--- src/rtl/rv32i_pkg.sv ---
// rv32i_pkg: constants and types shared by the RV32I decode stage.
//   Opcodes, cls_o bit positions (CLS_W wide), immediate format select,
//   skid occupancy encoding and the decoded-entry record held in the skid.
package rv32i_pkg;

  localparam int CLS_W = 12;

  localparam logic [6:0] OP_ARR   = 7'h33;
  localparam logic [6:0] OP_ARI   = 7'h13;
  localparam logic [6:0] OP_LD    = 7'h03;
  localparam logic [6:0] OP_ST    = 7'h23;
  localparam logic [6:0] OP_BR    = 7'h63;
  localparam logic [6:0] OP_JAL   = 7'h6F;
  localparam logic [6:0] OP_JALR  = 7'h67;
  localparam logic [6:0] OP_LUI   = 7'h37;
  localparam logic [6:0] OP_AUIPC = 7'h17;
  localparam logic [6:0] OP_SYS   = 7'h73;

  // cls_o = {csr, ebc, auipc, lui, jalr, jal, br, st, ld, ari, arr, mext}
  localparam int CLS_MEXT  = 0;
  localparam int CLS_ARR   = 1;
  localparam int CLS_ARI   = 2;
  localparam int CLS_LD    = 3;
  localparam int CLS_ST    = 4;
  localparam int CLS_BR    = 5;
  localparam int CLS_JAL   = 6;
  localparam int CLS_JALR  = 7;
  localparam int CLS_LUI   = 8;
  localparam int CLS_AUIPC = 9;
  localparam int CLS_EBC   = 10;
  localparam int CLS_CSR   = 11;

  typedef enum logic [2:0] {IMM_I, IMM_S, IMM_B, IMM_U, IMM_J} imm_sel_e;

  typedef enum logic [1:0] {ST_EMPTY, ST_ONE, ST_TWO} occ_e;

  typedef struct packed {
    logic [31:0]      pc;
    logic [4:0]       rd;
    logic [4:0]       rs1;
    logic [4:0]       rs2;
    logic [2:0]       funct3;
    logic [6:0]       funct7;
    logic [31:0]      imm;
    logic [CLS_W-1:0] cls;
    logic             illegal;
  } dec_t;

endpackage

--- src/rtl/rv32i_idec_stage_if.sv ---
// rv32i_idec_stage_if: handshake bundle of the decode stage.
//   in side : in_valid_i, in_ready_o, instr_i, pc_i
//   out side: out_valid_o, out_ready_i, pc_o, rd_o, rs1_o, rs2_o,
//             funct3_o, funct7_o, imm_o, cls_o, illegal_o
//   Suffixes are from the stage's point of view; slave = the stage,
//   master = the fetch/issue environment around it.
interface rv32i_idec_stage_if;
  import rv32i_pkg::*;

  logic             in_valid_i;
  logic             in_ready_o;
  logic [31:0]      instr_i;
  logic [31:0]      pc_i;
  logic             out_valid_o;
  logic             out_ready_i;
  logic [31:0]      pc_o;
  logic [4:0]       rd_o;
  logic [4:0]       rs1_o;
  logic [4:0]       rs2_o;
  logic [2:0]       funct3_o;
  logic [6:0]       funct7_o;
  logic [31:0]      imm_o;
  logic [CLS_W-1:0] cls_o;
  logic             illegal_o;

  modport master (
    output in_valid_i, instr_i, pc_i, out_ready_i,
    input  in_ready_o, out_valid_o, pc_o, rd_o, rs1_o, rs2_o,
           funct3_o, funct7_o, imm_o, cls_o, illegal_o
  );

  modport slave (
    input  in_valid_i, instr_i, pc_i, out_ready_i,
    output in_ready_o, out_valid_o, pc_o, rd_o, rs1_o, rs2_o,
           funct3_o, funct7_o, imm_o, cls_o, illegal_o
  );

endinterface

--- src/rtl/rv32i_imm.sv ---
// rv32i_imm: RV32I immediate generator (combinational).
//   instr_i : instruction bits [31:7] (the opcode bits never feed an immediate)
//   sel_i   : format select I/S/B/U/J
//   imm_o   : sign-extended 32-bit immediate
module rv32i_imm
  import rv32i_pkg::*;
(
  input  logic [31:7] instr_i,
  input  imm_sel_e    sel_i,
  output logic [31:0] imm_o
);

  always_comb begin
    imm_o = {{20{instr_i[31]}}, instr_i[31:20]};
    case (sel_i)
      IMM_S: imm_o = {{20{instr_i[31]}}, instr_i[31:25], instr_i[11:7]};
      IMM_B: imm_o = {{20{instr_i[31]}}, instr_i[7], instr_i[30:25], instr_i[11:8], 1'b0};
      IMM_U: imm_o = {instr_i[31:12], 12'h000};
      IMM_J: imm_o = {{12{instr_i[31]}}, instr_i[19:12], instr_i[20], instr_i[30:21], 1'b0};
      default: ;
    endcase
  end

endmodule

--- src/rtl/rv32i_idec_stage.sv ---
// rv32i_idec_stage: RV32I decode pipeline stage.
//   clk_i   : clock, rising edge
//   rst_i   : asynchronous active-high reset
//   flush_i : drop every held entry and the entry offered this cycle
//   bus     : rv32i_idec_stage_if.slave (in/out valid-ready handshakes)
// Decode is combinational on instr_i and captured on acceptance. With
// SKID=1 a two-slot skid sits behind a registered in_ready_o; with SKID=0
// only slot0 is used and in_ready_o follows the output handshake.
//
// state    | meaning
// ST_EMPTY | nothing held, out_valid_o low
// ST_ONE   | slot0 presented, slot1 free
// ST_TWO   | slot0 presented, slot1 holds the next entry, input stalled
module rv32i_idec_stage
  import rv32i_pkg::*;
#(
  parameter int unsigned EN_M   = 1,
  parameter int unsigned EN_CSR = 1,
  parameter int unsigned SKID   = 1
) (
  input  logic              clk_i,
  input  logic              rst_i,
  input  logic              flush_i,
  rv32i_idec_stage_if.slave bus
);

  logic [6:0]       opcode;
  logic [2:0]       f3;
  logic [6:0]       f7;
  logic [CLS_W-1:0] cls_d;
  logic             illegal_d;
  imm_sel_e         imm_sel;
  logic [31:0]      imm_w;
  dec_t             dec_d;

  assign opcode = bus.instr_i[6:0];
  assign f3     = bus.instr_i[14:12];
  assign f7     = bus.instr_i[31:25];

  rv32i_imm u_imm (
    .instr_i (bus.instr_i[31:7]),
    .sel_i   (imm_sel),
    .imm_o   (imm_w)
  );

  // cls bits are only set on the legal path, so an illegal entry keeps cls=0.
  always_comb begin
    cls_d     = '0;
    illegal_d = 1'b0;
    imm_sel   = IMM_I;
    case (opcode)
      OP_ARR: begin
        if (f7 == 7'h00) begin
          cls_d[CLS_ARR] = 1'b1;
        end else if (f7 == 7'h20 && (f3 == 3'd0 || f3 == 3'd5)) begin
          cls_d[CLS_ARR] = 1'b1;
        end else if (f7 == 7'h01 && EN_M != 0) begin
          cls_d[CLS_ARR]  = 1'b1;
          cls_d[CLS_MEXT] = 1'b1;
        end else begin
          illegal_d = 1'b1;
        end
      end
      OP_ARI: begin
        if ((f3 == 3'd1 && f7 != 7'h00) ||
            (f3 == 3'd5 && f7 != 7'h00 && f7 != 7'h20)) illegal_d = 1'b1;
        else cls_d[CLS_ARI] = 1'b1;
      end
      OP_LD: begin
        if (f3 == 3'd3 || f3 == 3'd6 || f3 == 3'd7) illegal_d = 1'b1;
        else cls_d[CLS_LD] = 1'b1;
      end
      OP_ST: begin
        imm_sel = IMM_S;
        if (f3 > 3'd2) illegal_d = 1'b1;
        else cls_d[CLS_ST] = 1'b1;
      end
      OP_BR: begin
        imm_sel = IMM_B;
        if (f3 == 3'd2 || f3 == 3'd3) illegal_d = 1'b1;
        else cls_d[CLS_BR] = 1'b1;
      end
      OP_JAL: begin
        imm_sel = IMM_J;
        cls_d[CLS_JAL] = 1'b1;
      end
      OP_JALR: begin
        if (f3 != 3'd0) illegal_d = 1'b1;
        else cls_d[CLS_JALR] = 1'b1;
      end
      OP_LUI: begin
        imm_sel = IMM_U;
        cls_d[CLS_LUI] = 1'b1;
      end
      OP_AUIPC: begin
        imm_sel = IMM_U;
        cls_d[CLS_AUIPC] = 1'b1;
      end
      OP_SYS: begin
        if (f3 == 3'd0) begin
          // only ecall (all zero) and ebreak (imm=1) are accepted
          if (bus.instr_i[31:7] == 25'h0 || bus.instr_i[31:7] == 25'h2000) cls_d[CLS_EBC] = 1'b1;
          else illegal_d = 1'b1;
        end else if (EN_CSR != 0) begin
          cls_d[CLS_CSR] = 1'b1;
        end else begin
          illegal_d = 1'b1;
        end
      end
      default: illegal_d = 1'b1;
    endcase
  end

  always_comb begin
    dec_d         = '0;
    dec_d.pc      = bus.pc_i;
    dec_d.rs1     = bus.instr_i[19:15];
    dec_d.funct3  = f3;
    dec_d.funct7  = f7;
    dec_d.imm     = imm_w;
    dec_d.cls     = cls_d;
    dec_d.illegal = illegal_d;
    if (!(illegal_d || cls_d[CLS_ST] || cls_d[CLS_BR] || cls_d[CLS_EBC])) dec_d.rd = bus.instr_i[11:7];
    if (cls_d[CLS_ARR] || cls_d[CLS_ST] || cls_d[CLS_BR]) dec_d.rs2 = bus.instr_i[24:20];
  end

  occ_e state_q, state_d;
  dec_t slot0_q, slot1_q;
  logic rdy_q, rdy_d;
  logic out_valid;
  logic push, pop;
  logic ld0_new, ld0_skid, ld1_new;

  assign out_valid      = (state_q != ST_EMPTY);
  assign bus.in_ready_o = (SKID != 0) ? rdy_q : (~out_valid | bus.out_ready_i);
  assign push           = bus.in_valid_i & bus.in_ready_o;
  assign pop            = out_valid & bus.out_ready_i;

  always_ff @(posedge clk_i or posedge rst_i) begin
    if (rst_i) begin
      state_q <= ST_EMPTY;
      rdy_q   <= 1'b1;
    end else begin
      state_q <= state_d;
      rdy_q   <= rdy_d;
    end
  end

  always_comb begin
    state_d  = state_q;
    ld0_new  = 1'b0;
    ld0_skid = 1'b0;
    ld1_new  = 1'b0;
    if (flush_i) begin
      state_d = ST_EMPTY;
    end else begin
      case (state_q)
        ST_EMPTY: begin
          if (push) begin
            state_d = ST_ONE;
            ld0_new = 1'b1;
          end
        end
        ST_ONE: begin
          if (push && pop) begin
            ld0_new = 1'b1;
          end else if (push) begin
            state_d = ST_TWO;
            ld1_new = 1'b1;
          end else if (pop) begin
            state_d = ST_EMPTY;
          end
        end
        ST_TWO: begin
          // in_ready_o is low here, so only the pop side can move
          if (pop) begin
            state_d  = ST_ONE;
            ld0_skid = 1'b1;
          end
        end
        default: state_d = ST_EMPTY;
      endcase
    end
    rdy_d = (state_d != ST_TWO);
  end

  always_ff @(posedge clk_i or posedge rst_i) begin
    if (rst_i) begin
      slot0_q <= '0;
      slot1_q <= '0;
    end else begin
      if (ld0_new) slot0_q <= dec_d;
      else if (ld0_skid) slot0_q <= slot1_q;
      if (ld1_new) slot1_q <= dec_d;
    end
  end

  assign bus.out_valid_o = out_valid;
  assign bus.pc_o        = slot0_q.pc;
  assign bus.rd_o        = slot0_q.rd;
  assign bus.rs1_o       = slot0_q.rs1;
  assign bus.rs2_o       = slot0_q.rs2;
  assign bus.funct3_o    = slot0_q.funct3;
  assign bus.funct7_o    = slot0_q.funct7;
  assign bus.imm_o       = slot0_q.imm;
  assign bus.cls_o       = slot0_q.cls;
  assign bus.illegal_o   = slot0_q.illegal;

endmodule

--- src/flat_wrapper.sv ---
// flat-port wrapper written by rule: the top's interface ports become plain ports
module rv32i_idec_stage_flat import rv32i_pkg::*;
#(
  parameter int unsigned EN_M   = 1,
  parameter int unsigned EN_CSR = 1,
  parameter int unsigned SKID   = 1
)
  (clk_i, rst_i, flush_i, bus_in_valid_i, bus_instr_i, bus_pc_i, bus_out_ready_i, bus_in_ready_o, bus_out_valid_o, bus_pc_o, bus_rd_o, bus_rs1_o, bus_rs2_o, bus_funct3_o, bus_funct7_o, bus_imm_o, bus_cls_o, bus_illegal_o);
  rv32i_idec_stage_if bus_i ();
  input  logic clk_i;
  input  logic rst_i;
  input  logic flush_i;
  input wire logic [$bits(bus_i.in_valid_i)-1:0] bus_in_valid_i;
  input wire logic [$bits(bus_i.instr_i)-1:0] bus_instr_i;
  input wire logic [$bits(bus_i.pc_i)-1:0] bus_pc_i;
  input wire logic [$bits(bus_i.out_ready_i)-1:0] bus_out_ready_i;
  output wire logic [$bits(bus_i.in_ready_o)-1:0] bus_in_ready_o;
  output wire logic [$bits(bus_i.out_valid_o)-1:0] bus_out_valid_o;
  output wire logic [$bits(bus_i.pc_o)-1:0] bus_pc_o;
  output wire logic [$bits(bus_i.rd_o)-1:0] bus_rd_o;
  output wire logic [$bits(bus_i.rs1_o)-1:0] bus_rs1_o;
  output wire logic [$bits(bus_i.rs2_o)-1:0] bus_rs2_o;
  output wire logic [$bits(bus_i.funct3_o)-1:0] bus_funct3_o;
  output wire logic [$bits(bus_i.funct7_o)-1:0] bus_funct7_o;
  output wire logic [$bits(bus_i.imm_o)-1:0] bus_imm_o;
  output wire logic [$bits(bus_i.cls_o)-1:0] bus_cls_o;
  output wire logic [$bits(bus_i.illegal_o)-1:0] bus_illegal_o;
  assign bus_i.in_valid_i = bus_in_valid_i;
  assign bus_i.instr_i = bus_instr_i;
  assign bus_i.pc_i = bus_pc_i;
  assign bus_i.out_ready_i = bus_out_ready_i;
  assign bus_in_ready_o = bus_i.in_ready_o;
  assign bus_out_valid_o = bus_i.out_valid_o;
  assign bus_pc_o = bus_i.pc_o;
  assign bus_rd_o = bus_i.rd_o;
  assign bus_rs1_o = bus_i.rs1_o;
  assign bus_rs2_o = bus_i.rs2_o;
  assign bus_funct3_o = bus_i.funct3_o;
  assign bus_funct7_o = bus_i.funct7_o;
  assign bus_imm_o = bus_i.imm_o;
  assign bus_cls_o = bus_i.cls_o;
  assign bus_illegal_o = bus_i.illegal_o;
  rv32i_idec_stage #(.EN_M(EN_M), .EN_CSR(EN_CSR), .SKID(SKID)) u_core (.clk_i(clk_i), .rst_i(rst_i), .flush_i(flush_i), .bus(bus_i));
endmodule
--- config.mk ---
export PLATFORM = sky130hd
export DESIGN_NAME = rv32i_idec_stage_flat
export DESIGN_NICKNAME = d
export VERILOG_FILES = /design/src/rtl/rv32i_pkg.sv /design/src/rtl/rv32i_idec_stage_if.sv /design/src/rtl/rv32i_imm.sv /design/src/rtl/rv32i_idec_stage.sv /design/src/flat_wrapper.sv
export SDC_FILE = /design/constraint.sdc
export NUM_CORES = 1
export LEC_CHECK = 0
export CAP_MARGIN = 20
export CORE_ASPECT_RATIO = 2
export CORE_MARGIN = 2
export CORE_UTILIZATION = 49
export CTS_BUF_LIST = sky130_fd_sc_hd__clkbuf_4 sky130_fd_sc_hd__clkbuf_8
export DETAILED_ROUTE_END_ITERATION = 16
export PLACE_DENSITY = 0.79
export REMOVE_ABC_BUFFERS = 1
export SLEW_MARGIN = 20
export SYNTH_ARGS = -nofsm -noshare
export SYNTH_HDL_FRONTEND = slang
export SYNTH_SLANG_ARGS = --single-unit
--- constraint.sdc ---
create_clock -name clk_i -period 6.11 [get_ports clk_i]
set_input_delay 0.9165 -clock clk_i [delete_from_list [all_inputs] [get_ports clk_i]]
set_output_delay 0.9165 -clock clk_i [all_outputs]
set_load 0.02 [all_outputs]
==> impl_metrics.toml, run 1 <==
[die]
io_pins = 173
rows = 69
die_area_sq_mm = 0.0194
initial_core_util_pct = 50.2
dieWidth_microns = 99.4
die_h_microns = 195
core_area_sq_mm = 0.0178

[logic_synthesis]
yosys-top-cells-count = "368 x nand2_1, 204 x dfrtp_1, 64 x clkbuf_1"
yosys.area.top_type = "dfrtp_1"
synth-edff-count = 0
seq_area_frac_synth_pct = 57.5
synthCells = 983
yosysWarnings = 0
ys_seq_elements = 205
synthDistinctLibCells = 50
async_flop_share_pct = 100
synth-main-ff-cell = "dfrtp_1"
synth.area.top_cells = "dfrtp_1 57%, nand2_1 15%, a22oi_1 4.8%"
synth.avg_cell_area_sq_um = 9.08
synth.most_common_cell = "nand2_1"
syn_area_sq_mm = 0.00892
yosysTopAreaCellShare_pct = 57.2

[route]
drt-total-wl_microns = 25800
wl_per_cell_microns = 18.9
drtPass1Iterations = 5
drc = 0
vias = 7823
ant_nets = 0
viasPerCell = 5.74
drt-initial-drc-count = 560

[critical_path]
worstPathMaxFanout = 10
crit_type = "primary input to flip-flop"
reg2regPathDepth = 5
r2r_end = "u_core.slot1_q[10]"
cp.arrival_ns = 3.75
cp-end-kind = "flip-flop"
r2r-start = "u_core.bus.in_ready_o"
cp.required_ns = 6.59
r2r_slack_ns = 3.42
worstSetupStartpointType = "primary input"

[hold_path]
hold_depth = 2
hold_path_class = "flip-flop to flip-flop"
hp-start = "u_core.bus.pc_o[22]"
hold_end = "u_core.bus.pc_o[22]"

[global_route]
grt_pass1_vias = 8097
grt_start_max_net_pins = 101
grt_antenna_before_repair = 0
grt_use_total_pct = 26.8
grt_pass1_wl_microns = 41600
overflow = 0

[placement]
dp_slack_ns = 2.31
gp_congestion = 0.854
dp_hpwl_microns = 16500
port_buffers = 172

[clock_network]
cts_resized = 0
cts_max_path_buffers = 3
cts_tree = "done"
cts_hold_buffers = 0
cts_setup_buffers = 0
cts-root-buf = "clkbuf_8"
tritoncts.num_buffers = 30
htreeDepth = 1
clock-sinks = 205
clk_pin_slew_ns = 0.07
clk_latency_ns = 0.56

[sta]
setup_viol = 0
tightest_slew_ns = 1.23
hold_slack_ns = 0.473
fin_crit_ns = 3.28
max_freq_mhz = 305
rsz0062_at_grt = "false"
fin_ws_ns = 2.83
hold_viol = 0
fin_skew_ns = 0.0278
drv_slew = 0
relSlewSlack_pct = 18.1
post-route-period-util_pct = 53.6
tns_ns = 0

[layout]
area_growth_pct = 28.7
drive_above_1_share_pct = 8.09
fill_cells = 1444
utilization_pct = 64.6
fin_nets = 1195
antenna_cells = 0

[flow_run]
maxCapViolCount = 0

[power_and_ir_drop]
vdd_drop_max_mv = 0.201
power_density_mw_per_mm2 = 336
p_leak_nw = 5.39

[run_status]
status = "completed"
## worst max-delay path: stages
cell and delay [ns]:
clkdlybuf4s50_1 0.70, nor4_2 0.34, nand4_1 0.21, nor4_2 0.29, o211ai_1 0.15, or4b_1 0.85
o22ai_2 0.28
## worst max path at each step
stage / endpoint / start / cells past startpoint
2_1_floorplan: u_core.bus.cls_o[5] / flush_i / 3
3_3_place_gp: u_core.bus.rd_o[1] / bus_instr_i[30] / 7
3_5_place_dp: u_core.bus.rd_o[0] / bus_instr_i[30] / 7
4_1_cts: u_core.bus.rd_o[0] / bus_instr_i[30] / 7
5_1_grt: u_core.bus.rd_o[3] / bus_instr_i[30] / 7
6_report: u_core.bus.rd_o[3] / bus_instr_i[30] / 7
## cells in the final DEF, fill, tap and decap left out, drive strengths merged, types with 6 or more instances in the layout
cell type,count
dfrtp,204
clkbuf,44
a31oi,17
clkinv,7
buf,11
clkdlybuf4s50,172
nand2,369
nor3,12
a22oi,57
nand3,12
a21oi,50
o22ai,6
o21ai,55
or3,6
a221o,6
inv,11
nor2,29
and3,22
nor4,7
## where the power goes
group / total, mW / switching, mW / internal [mW] / leakage [nW]
registers: 1.76 / 0.151 / 1.61 / 2.58
logic: 0.802 / 0.444 / 0.358 / 2.42
clock network: 1.30 / 0.548 / 0.750 / 0.387
## sequential cells by signal (all words and copies together) (netlist names)
register	count
u_core.bus.pc_o	32
u_core.bus.in_ready_o	1
u_core.bus.imm_o	31
u_core.bus.funct3_o	3
u_core.state_q	2
u_core.bus.rs1_o	5
u_core.bus.funct7_o	7
u_core.bus.illegal_o	1
u_core.bus.rs2_o	5
u_core.bus.rd_o	5
u_core.bus.cls_o	12
u_core.slot1_q	101
## per-stage QoR
stage	cells	cell area, sq um	power (mW)
floorplan	911	8630	2.17
global placement	1307	10800	2.56
detailed placement	1307	10800	2.59
CTS	1363	11500	3.89
global route	1363	11500	4.04
finish	1363	11500	3.86
## per-layer routing
layer / global-route usage [%] / vias up / wire [microns]
met5: 0 / - / 0
li1: - / 3617 / -
met4: 14.9 / 0 / 1450
met2: 46.2 / 320 / 13500
met3: 3.81 / 91 / 1440
met1: 31.5 / 3795 / 9390
## area by class of cell
cell class	count	area (sq um)	share of cell area, %
Multi-Input combinational cell	697	3510	30.6
Sequential cell	205	5130	44.7
Clock inverter	12	143	1.24
Tap cell	213	267	2.32
Timing Repair Buffer	183	1800	15.7
Inverter	9	41.3	0.360
Clock buffer	44	587	5.11
## kinds of logic (layout without fill, tap and decap cells)
family	after synthesis	in the layout	share of synthesized area, %
and+or+nand+nor	475	475	22.3
AOI/OAI and AO/OA	215	215	15.8
DFF	205	205	57.5
buffers and inverters	81	248	3.63
muxes	5	5	0.561
xor gates and xnor gates	2	2	0.196
Power figures use the tool's default switching activity.
==> run 2, diff against run 1 <==
Clock period 6.11 ns to 2.9 ns, I/O delays scaled along.
==> run 2 against run 1 <==
- clock-buffer cell count increased by 4
- non-clock buffer count increased by 47
- critical path depth increased by 1
==> impl_metrics.toml, run 2 (synthesis gave the netlist of run 1 again) <==
[die]
io_pins = 173
initial_core_util_pct = 50.2
rows = 69
die_area_sq_mm = 0.0194
dieWidth_microns = 99.4
core_area_sq_mm = 0.0178
die_h_microns = 195

[power_and_ir_drop]
p_leak_nw = 5.59
power_density_mw_per_mm2 = 660
vdd_drop_max_mv = 0.497
p_total_mw = 7.79

[critical_path]
crit_family = "simple AND/OR/NAND/NOR gates"
cp.arrival_ns = 3.04
crit_slowest_cell = "or4b_1"
worstSetupStartpointType = "primary input"
crit_end = "u_core.bus.rd_o[0]"
cp_num_buf_inv = 2
r2r_slack_ns = 0.79
reg2regPathDepth = 6
cp-end-kind = "flip-flop"
worstSetupStartpoint = "bus_instr_i[15]"
crit_type = "primary input to flip-flop"
path_cells = "clkdlybuf4s50_1 > nor4_1 > nand4_1 > nor4_2 > o211ai_1 > or4b_1 > buf_4 > o22ai_2"
r2r-start = "u_core.bus.in_ready_o"
max_stage_delay_ns = 0.59
worstPathMaxFanout = 10
cp.required_ns = 3.37
cp.depth = 8
r2r_end = "u_core.bus.imm_o[29]"

[layout]
area_growth_pct = 32.3
final_cell_mix = "366 x nand2_1, 204 x dfrtp_1, 172 x clkdlybuf4s50_1"
final_common_cell = "nand2_1"
largest_reg_flops = 101
utilization_pct = 66.4
fin_nets = 1242
top_register = "u_core.slot1_q"
drive_above_1_share_pct = 11.5

[route]
wl_met3_microns = 1340
top_layer_used = "met4"
viasPerCell = 5.68
wl_per_cell_microns = 18.4
wl_met2_microns = 13600
drt-met1-wl_microns = 9390
drtPass1Iterations = 5
drt-initial-drc-count = 530
vias = 7994
ant_nets = 0
drt-total-wl_microns = 25800
drc = 0

[global_route]
grt_use_total_pct = 26.8
overflow = 0
grt_antenna_before_repair = 0
grt_start_max_net_pins = 80
grt_pass1_vias = 8154
grt_pass1_wl_microns = 41900

[placement]
port_buffers = 172
dp_hpwl_microns = 17700
gp_congestion = 0.944

[clock_network]
cts_hold_buffers = 0
cts_resized = 0
clk_latency_ns = 0.55
htreeDepth = 1
tritoncts.num_buffers = 30
cts_max_path_buffers = 3
cts-root-buf = "clkbuf_8"
cts_tree = "done"
clk_pin_slew_ns = 0.07
clock-sinks = 205
cts_setup_buffers = 0

[sta]
tightest_slew_ns = 0.686
drv_slew = 0
fin_skew_ns = 0.0129
relSlewSlack_pct = 54.1
rsz0062_at_grt = "false"
max_freq_mhz = 389
fin_crit_ns = 2.57
hold_viol = 0
post-route-period-util_pct = 88.6
setup_viol = 0

[run_status]
status = "completed"

[flow_run]
maxCapViolCount = 0

[hold_path]
hold_path_class = "primary input to async pin"
[run 2: changes by cell type in the layout (fill, tap and decap cells not counted), moves of 2 or more]
cell       change
clkbuf_8       -6
bufinv_16      -3
buf_4         +40
clkinv_2       -3
clkbuf_4      +10
inv_6          -2
buf_12         +7
[run 2: metal layers]
metal,global-route usage (%),vias up
li1,-,3717
met1,31.8,3864
met2,46.4,321
met3,3.24,92
met4,14.9,0
met5,0,-
[run 2: final cells by class]
| cell class | instances | area [sq um] |
|---|---|---|
| Antenna cell | 1 | 2.50 |
| Clock buffer | 48 | 579 |
| Clock inverter | 5 | 27.5 |
| Fill cell | 1403 | 5980 |
| Inverter | 9 | 41.3 |
| Multi-Input combinational cell | 697 | 3510 |
| Sequential cell | 205 | 5130 |
| Tap cell | 213 | 267 |
| Timing Repair Buffer | 230 | 2240 |
[run 2: how the worst min path moves through the flow]
stage                        from                 end  slack (ns)  cells after the start
6_report                    rst_i  u_core.bus.rd_o[3]        0.35                      2
5_1_grt                     rst_i  u_core.bus.rd_o[3]        0.41                      2
4_1_cts                     rst_i  u_core.bus.rd_o[3]        0.38                      2
3_5_place_dp   u_core.slot1_q[21]  u_core.slot1_q[21]        0.46                      2
3_3_place_gp    u_core.slot1_q[7]   u_core.slot1_q[7]        0.46                      2
2_1_floorplan   u_core.slot1_q[8]   u_core.slot1_q[8]        0.44                      2
[run 2: report_power, final]
part	leakage [nW]	switching (mW)	internal [mW]
logic	2.68	0.948	0.802
registers	2.58	0.306	3.40
clock network	0.327	1.08	1.26
[run 2: per-stage QoR]
stage                     hold WS, ns  worst slack (ns)  std cells  cell area [sq um]  TNS (ns)
after floorplan                 0.443             -6.33        911               8630  -1266.88
after CTS                       0.379             0.387       1407              11800         0
after global placement          0.458           -0.0966       1354              11200    -0.773
after global routing            0.415             0.260       1407              11800         0
after detailed placement        0.462            -0.187       1354              11200     -1.63
final                           0.355             0.332       1408              11800         0
==> run 3, diff against run 2 <==
Settings changed: CAP_MARGIN 20 to not set.
==> results of run 3 <==
The final DEF is identical to that of run 2; final timing and power are the same.
